$ cat src/rtl/pc_fetch_unit.sv
// rtl/pc_fetch_unit.sv - program counter, instruction register and retire counter
module pc_fetch_unit #(
    parameter int                 ADDR_W   = 16,
    parameter logic [ADDR_W-1:0]  RESET_PC = '0,
    parameter int                 CNT_W    = 32
) (
    input  logic              clk,
    input  logic              rst,
    input  logic              i_pc_en,
    input  logic              i_branch,
    input  logic              i_jump,
    input  logic              i_ir_load,
    input  logic              i_addr_sel,
    input  logic [15:0]       i_mem_dout,
    input  logic [15:0]       i_jump_target,
    input  logic [15:0]       i_data_addr,
    output logic [ADDR_W-1:0] o_mem_addr,
    output logic [ADDR_W-1:0] o_pc,
    output logic [15:0]       o_pc_plus1,
    output logic [15:0]       o_instr,
    output logic [15:0]       o_disp_ext,
    output logic              o_halted,
    output logic              o_seq_err,
    output logic [CNT_W-1:0]  o_retired
);

    logic [ADDR_W-1:0] r_pc;
    logic [15:0]       r_instr;
    logic              r_halted;
    logic              r_seq_err;
    logic [CNT_W-1:0]  r_retired;

    logic [15:0]       w_disp_ext;
    logic [ADDR_W-1:0] w_pc_inc;
    logic [ADDR_W-1:0] w_pc_branch;
    logic [ADDR_W-1:0] w_next_pc;
    logic              w_halt_set;
    logic              w_retired_max;

    // Displacement is the signed low byte of the latched instruction.
    assign w_disp_ext    = {{8{r_instr[7]}}, r_instr[7:0]};
    // PC arithmetic wraps naturally at ADDR_W bits.
    assign w_pc_inc      = r_pc + ADDR_W'(1);
    assign w_pc_branch   = r_pc + w_disp_ext[ADDR_W-1:0];
    // Branch-to-self: a taken branch with zero displacement parks the PC.
    assign w_halt_set    = i_branch & ~i_jump & (r_instr[7:0] == 8'h00);
    assign w_retired_max = &r_retired;

    // Next-PC select: jump beats branch beats sequential increment.
    always_comb begin
        w_next_pc = w_pc_inc;
        if (i_jump) begin
            w_next_pc = i_jump_target[ADDR_W-1:0];
        end else if (i_branch) begin
            w_next_pc = w_pc_branch;
        end
    end

    // State update; reset discards every strobe sampled in the same cycle.
    always_ff @(posedge clk) begin
        if (rst) begin
            r_pc      <= RESET_PC;
            r_instr   <= 16'h0000;
            r_halted  <= 1'b0;
            r_seq_err <= 1'b0;
            r_retired <= '0;
        end else begin
            if (i_pc_en) begin
                r_pc <= w_next_pc;
                if (w_halt_set) begin
                    r_halted <= 1'b1;
                end else if (w_next_pc != r_pc) begin
                    r_halted <= 1'b0;
                end
                if (i_branch && i_jump) begin
                    r_seq_err <= 1'b1;
                end
                if (!w_retired_max) begin
                    r_retired <= r_retired + CNT_W'(1);
                end
            end
            if (i_ir_load) begin
                r_instr <= i_mem_dout;
            end
        end
    end

    assign o_mem_addr = i_addr_sel ? r_pc : i_data_addr[ADDR_W-1:0];
    assign o_pc       = r_pc;
    assign o_pc_plus1 = 16'(w_pc_inc);
    assign o_instr    = r_instr;
    assign o_disp_ext = w_disp_ext;
    assign o_halted   = r_halted;
    assign o_seq_err  = r_seq_err;
    assign o_retired  = r_retired;

endmodule

$ cat config.mk
export PLATFORM = sky130hd
export DESIGN_NAME = pc_fetch_unit
export DESIGN_NICKNAME = d
export VERILOG_FILES = /design/src/rtl/pc_fetch_unit.sv
export SDC_FILE = /design/constraint.sdc
export NUM_CORES = 1
export LEC_CHECK = 0
export CORE_MARGIN = 2
export CORE_UTILIZATION = 40
export DETAILED_ROUTE_END_ITERATION = 8
export GPL_ROUTABILITY_DRIVEN = 0
export GPL_TIMING_DRIVEN = 0
export PLACE_DENSITY = 0.8
export SYNTH_ARGS = -nofsm -noshare
export SYNTH_HDL_FRONTEND = slang
export SYNTH_SLANG_ARGS = --single-unit
$ cat constraint.sdc
create_clock -name clk -period 3.12 [get_ports clk]
set_clock_uncertainty 0.05 [all_clocks]
set_input_delay 0.468 -clock clk [delete_from_list [all_inputs] [get_ports clk]]
set_output_delay 0.468 -clock clk [all_outputs]
set_load 0.03 [all_outputs]
==> impl_metrics.py <==
metrics = {
    "status": {
        "status": "finished, violations left",
        "violations": "negative setup slack",
    },
    "yosys": {
        "synth_top_cell_by_area": "dfxtp_1",
        "synth.avg_cell_area_um2": 8.17,
        "async_reset_ff_share_pct": 0,
        "synth_top_family_by_area": "simple AND/OR/NAND/NOR gates",
        "synth-seq-cells": 66,
        "yosys.cell_count.top_type": "nor2_1",
        "synth_flop_cell": "dfxtp_1",
        "syn_nets": 664,
        "synth.distinct_cells": 67,
        "synthCells": 591,
        "synthAdderAreaFrac_pct": 4.82,
        "synth-edff-count": 0,
        "synth-xor-area-share_pct": 11.4,
        "synth_area_mm2": 0.00483,
        "synth.area.mux_share_pct": 8.78,
        "synth_top_area_share_pct": 27.4,
        "synthTopCellsByCount": "nor2_1 (89), dfxtp_1 (66), nand2_1 (45), a21oi_1 (33), xnor2_1 (33)",
        "ys_seq_area_share_pct": 27.4,
        "yosys.area_share.simple_pct": 23.3,
        "synth_compound_area_share_pct": 15.8,
        "synth_area_leaders": "dfxtp_1 (27%), nor2_1 (6.9%), xnor2_1 (6.0%), xor2_1 (5.4%), mux2_2 (4.4%)",
        "yosysWarningCount": 0,
    },
    "floorplanning": {
        "core_mm2": 0.0119,
        "die_area_mm2": 0.0130,
        "start_util_pct": 40.5,
        "dieHeight_um": 114,
        "fp.dieW_um": 114,
        "row_count": 40,
        "io_pins": 169,
    },
    "global_route": {
        "track_usage_pct": 25.0,
        "grt_pass1_wl_um": 26000,
        "grt_overflow_total": 0,
        "antenna_found_initial": 0,
        "grt_pass1_vias": 5246,
        "grt_max_degree": 23,
    },
    "finish": {
        "finalNonFillerCells": 921,
        "diodes": 0,
        "layout-drive-gt1-share_pct": 12.0,
        "fin_util_pct": 59.1,
        "nNetsFinal": 842,
        "syn2layout_area_growth_pct": 45.7,
    },
    "drt": {
        "wire_per_inst_um": 18.0,
        "wl_met3_um": 1860,
        "met1Wirelength_um": 6450,
        "ant_nets": 0,
        "vias": 5264,
        "drt_iter0_drc": 430,
        "drt_wl_total_um": 16600,
        "drc": 0,
        "highest_layer": "met4",
        "dr_wl_met2_um": 7730,
        "first_pass_iters": 5,
        "vias_per_cell": 5.72,
    },
    "cts": {
        "cts_max_level": 3,
        "cts_root_buf": "clkbuf_16",
        "cts_tree": "built",
        "clkTransAtPathRegs_ns": 0.06,
        "numCtsBuffers": 9,
        "clk_path_buf_depth": 2,
        "cts.sink_count": 66,
        "insertion_delay_ns": 0.33,
        "ctsHoldBuffers": 0,
    },
    "pwr": {
        "ir_drop_v": 0.000274,
        "clkPwrFrac_pct": 39.2,
        "switchingPower_w": 0.000910,
        "leakagePower_nw": 2.77,
        "internal_power_w": 0.00197,
        "p_comb_share_pct": 28.7,
        "powerDensity_mw_per_mm2": 409,
        "swShare_pct": 31.6,
        "pwr-share-seq_pct": 32.1,
    },
    "critical_path": {
        "cp-end-kind": "register",
        "ff2ff_setup_slack_ns": -0.02,
        "reg2reg_from": "o_pc[0]",
        "timing.critical_path.from_type": "register",
        "cp_num_buf_inv": 0,
        "crit_family": "compound AO/OA/AOI/OAI gates",
        "path_class": "register to register",
        "crit_arrival_ns": 3.32,
        "cp_max_fo": 9,
        "r2r.worst_path.cells": 11,
        "worst_ep_required_time_ns": 3.30,
        "max_stage_delay_ns": 0.44,
        "cp_slowest_cell": "fa_1",
        "r2r_end": "o_halted",
        "path_cells": "ha_1 > fa_1 > xnor2_2 > a2bb2oi_1 > a21oi_1 > o22ai_1 > a2111oi_1 > o2111ai_1 > a221oi_1 > nand4_1 > o41ai_2",
    },
    "place": {
        "dp_cells": 903,
        "hpwl_um": 12500,
        "io_buffers": 165,
    },
    "run": {
        "cap_violations": 0,
    },
    "sta": {
        "max_freq_mhz": 318,
        "drv_slew": 0,
        "hold_viol_final": 0,
        "setup_viol": 1,
        "fin_ws_ns": -0.0224,
        "period_share_pct": 101,
        "tightestPinTransition_ns": 0.782,
        "fin_tns_setup_ns": -0.0224,
        "hold_ws_ns": 0.432,
        "relSlewSlack_pct": 47.5,
        "min_period_ns": 3.14,
        "rsz0062_at_grt": "yes",
    },
    "hold_path": {
        "hold_class": "register to register",
        "min_delay_path_depth": 2,
        "whs_endpoint": "o_seq_err",
        "worstHoldStart": "o_seq_err",
    },
}
stage by stage:
step	area (µm²)	setup slack [ns]	power (W)
after floorplan	4830	0.163	0.00143
after global placement	6670	-0.0871	0.00173
after detailed placement	6670	-0.136	0.00175
after CTS	7010	0.0169	0.00287
after global routing	7040	-0.0491	0.00298
final	7040	-0.0224	0.00288
tightest hold or removal path, stage by stage (launching register included):
cell and delay, ns:
dfxtp_1 0.33, a31oi_1 0.04, nor2_1 0.07
cells by family after synthesis:
family,count (synthesis)
and+or+nand+nor,227
AOI/OAI and AO/OA,114
DFF,66
xor gates and xnor gates,63
buffers and inverters,63
muxes,40
adders and majority gates,18
how the worst max path moves through the flow:
stage                           from        to  cells after the start
after floorplan              o_pc[0]  o_halted                     11
after global placement       o_pc[0]  o_pc[14]                     11
after detailed placement     o_pc[0]  o_pc[14]                     11
after CTS                 o_instr[0]  o_halted                     11
after global routing         o_pc[0]  o_halted                     11
final                        o_pc[0]  o_halted                     11
registers in the layout, summed over array words and instances (netlist names):
name	flops
o_pc	16
o_seq_err	1
o_halted	1
o_instr	16
o_retired	32
repair_timing:
action,4_1_cts,5_1_grt
setup endpoints to repair,10,4
buffers inserted,0,2
gates cloned,0,0
resized for setup,11,6
pin swaps,0,3
routing by layer:
| layer | track usage [%] | vias to the layer above |
|---|---|---|
| li1 | - | 2446 |
| met5 | 0 | - |
| met1 | 29.6 | 2439 |
| met2 | 42.6 | 321 |
| met3 | 7.39 | 58 |
| met4 | 10.2 | 0 |
power by group through the flow:
stage | registers (W) | clock network (W) | logic [W]
after CTS | 0.000924 | 0.00113 | 0.000812
after global routing | 0.000930 | 0.00117 | 0.000874
after floorplan | 0.000988 | 0 | 0.000443
final | 0.000924 | 0.00113 | 0.000826
after global placement | 0.000940 | 0 | 0.000793
after detailed placement | 0.000942 | 0 | 0.000807
area by class of cell:
type / instances / area, µm²
well taps: 147 / 184
flip-flops and latches: 66 / 1330
fillers: 1045 / 4870
multi-input cells: 462 / 3120
clock buffers: 10 / 239
plain buffers: 47 / 354
repair buffers: 167 / 1670
clock inverters: 6 / 88.8
inverters: 16 / 60.1
cell usage in the layout (no fill, tap or decap), types with 6 or more instances in the layout:
cell / n
xnor2_1: 32
nand2_1: 45
clkdlybuf4s50_1: 158
inv_1: 14
nand4_1: 9
o211ai_1: 7
nor2_1: 89
and4_1: 7
ha_1: 17
mux2_2: 19
nand3_1: 22
buf_4: 19
mux2i_1: 20
dfxtp_1: 62
a211oi_1: 9
nor3_1: 13
a21oi_1: 32
nor4_1: 6
or3_1: 6
clkbuf_1: 15
clkbuf_16: 9
o21ai_0: 19
and3_1: 7
xor2_1: 30
clkbuf_8: 10
Note: power is estimated with default switching activity, not from simulation.
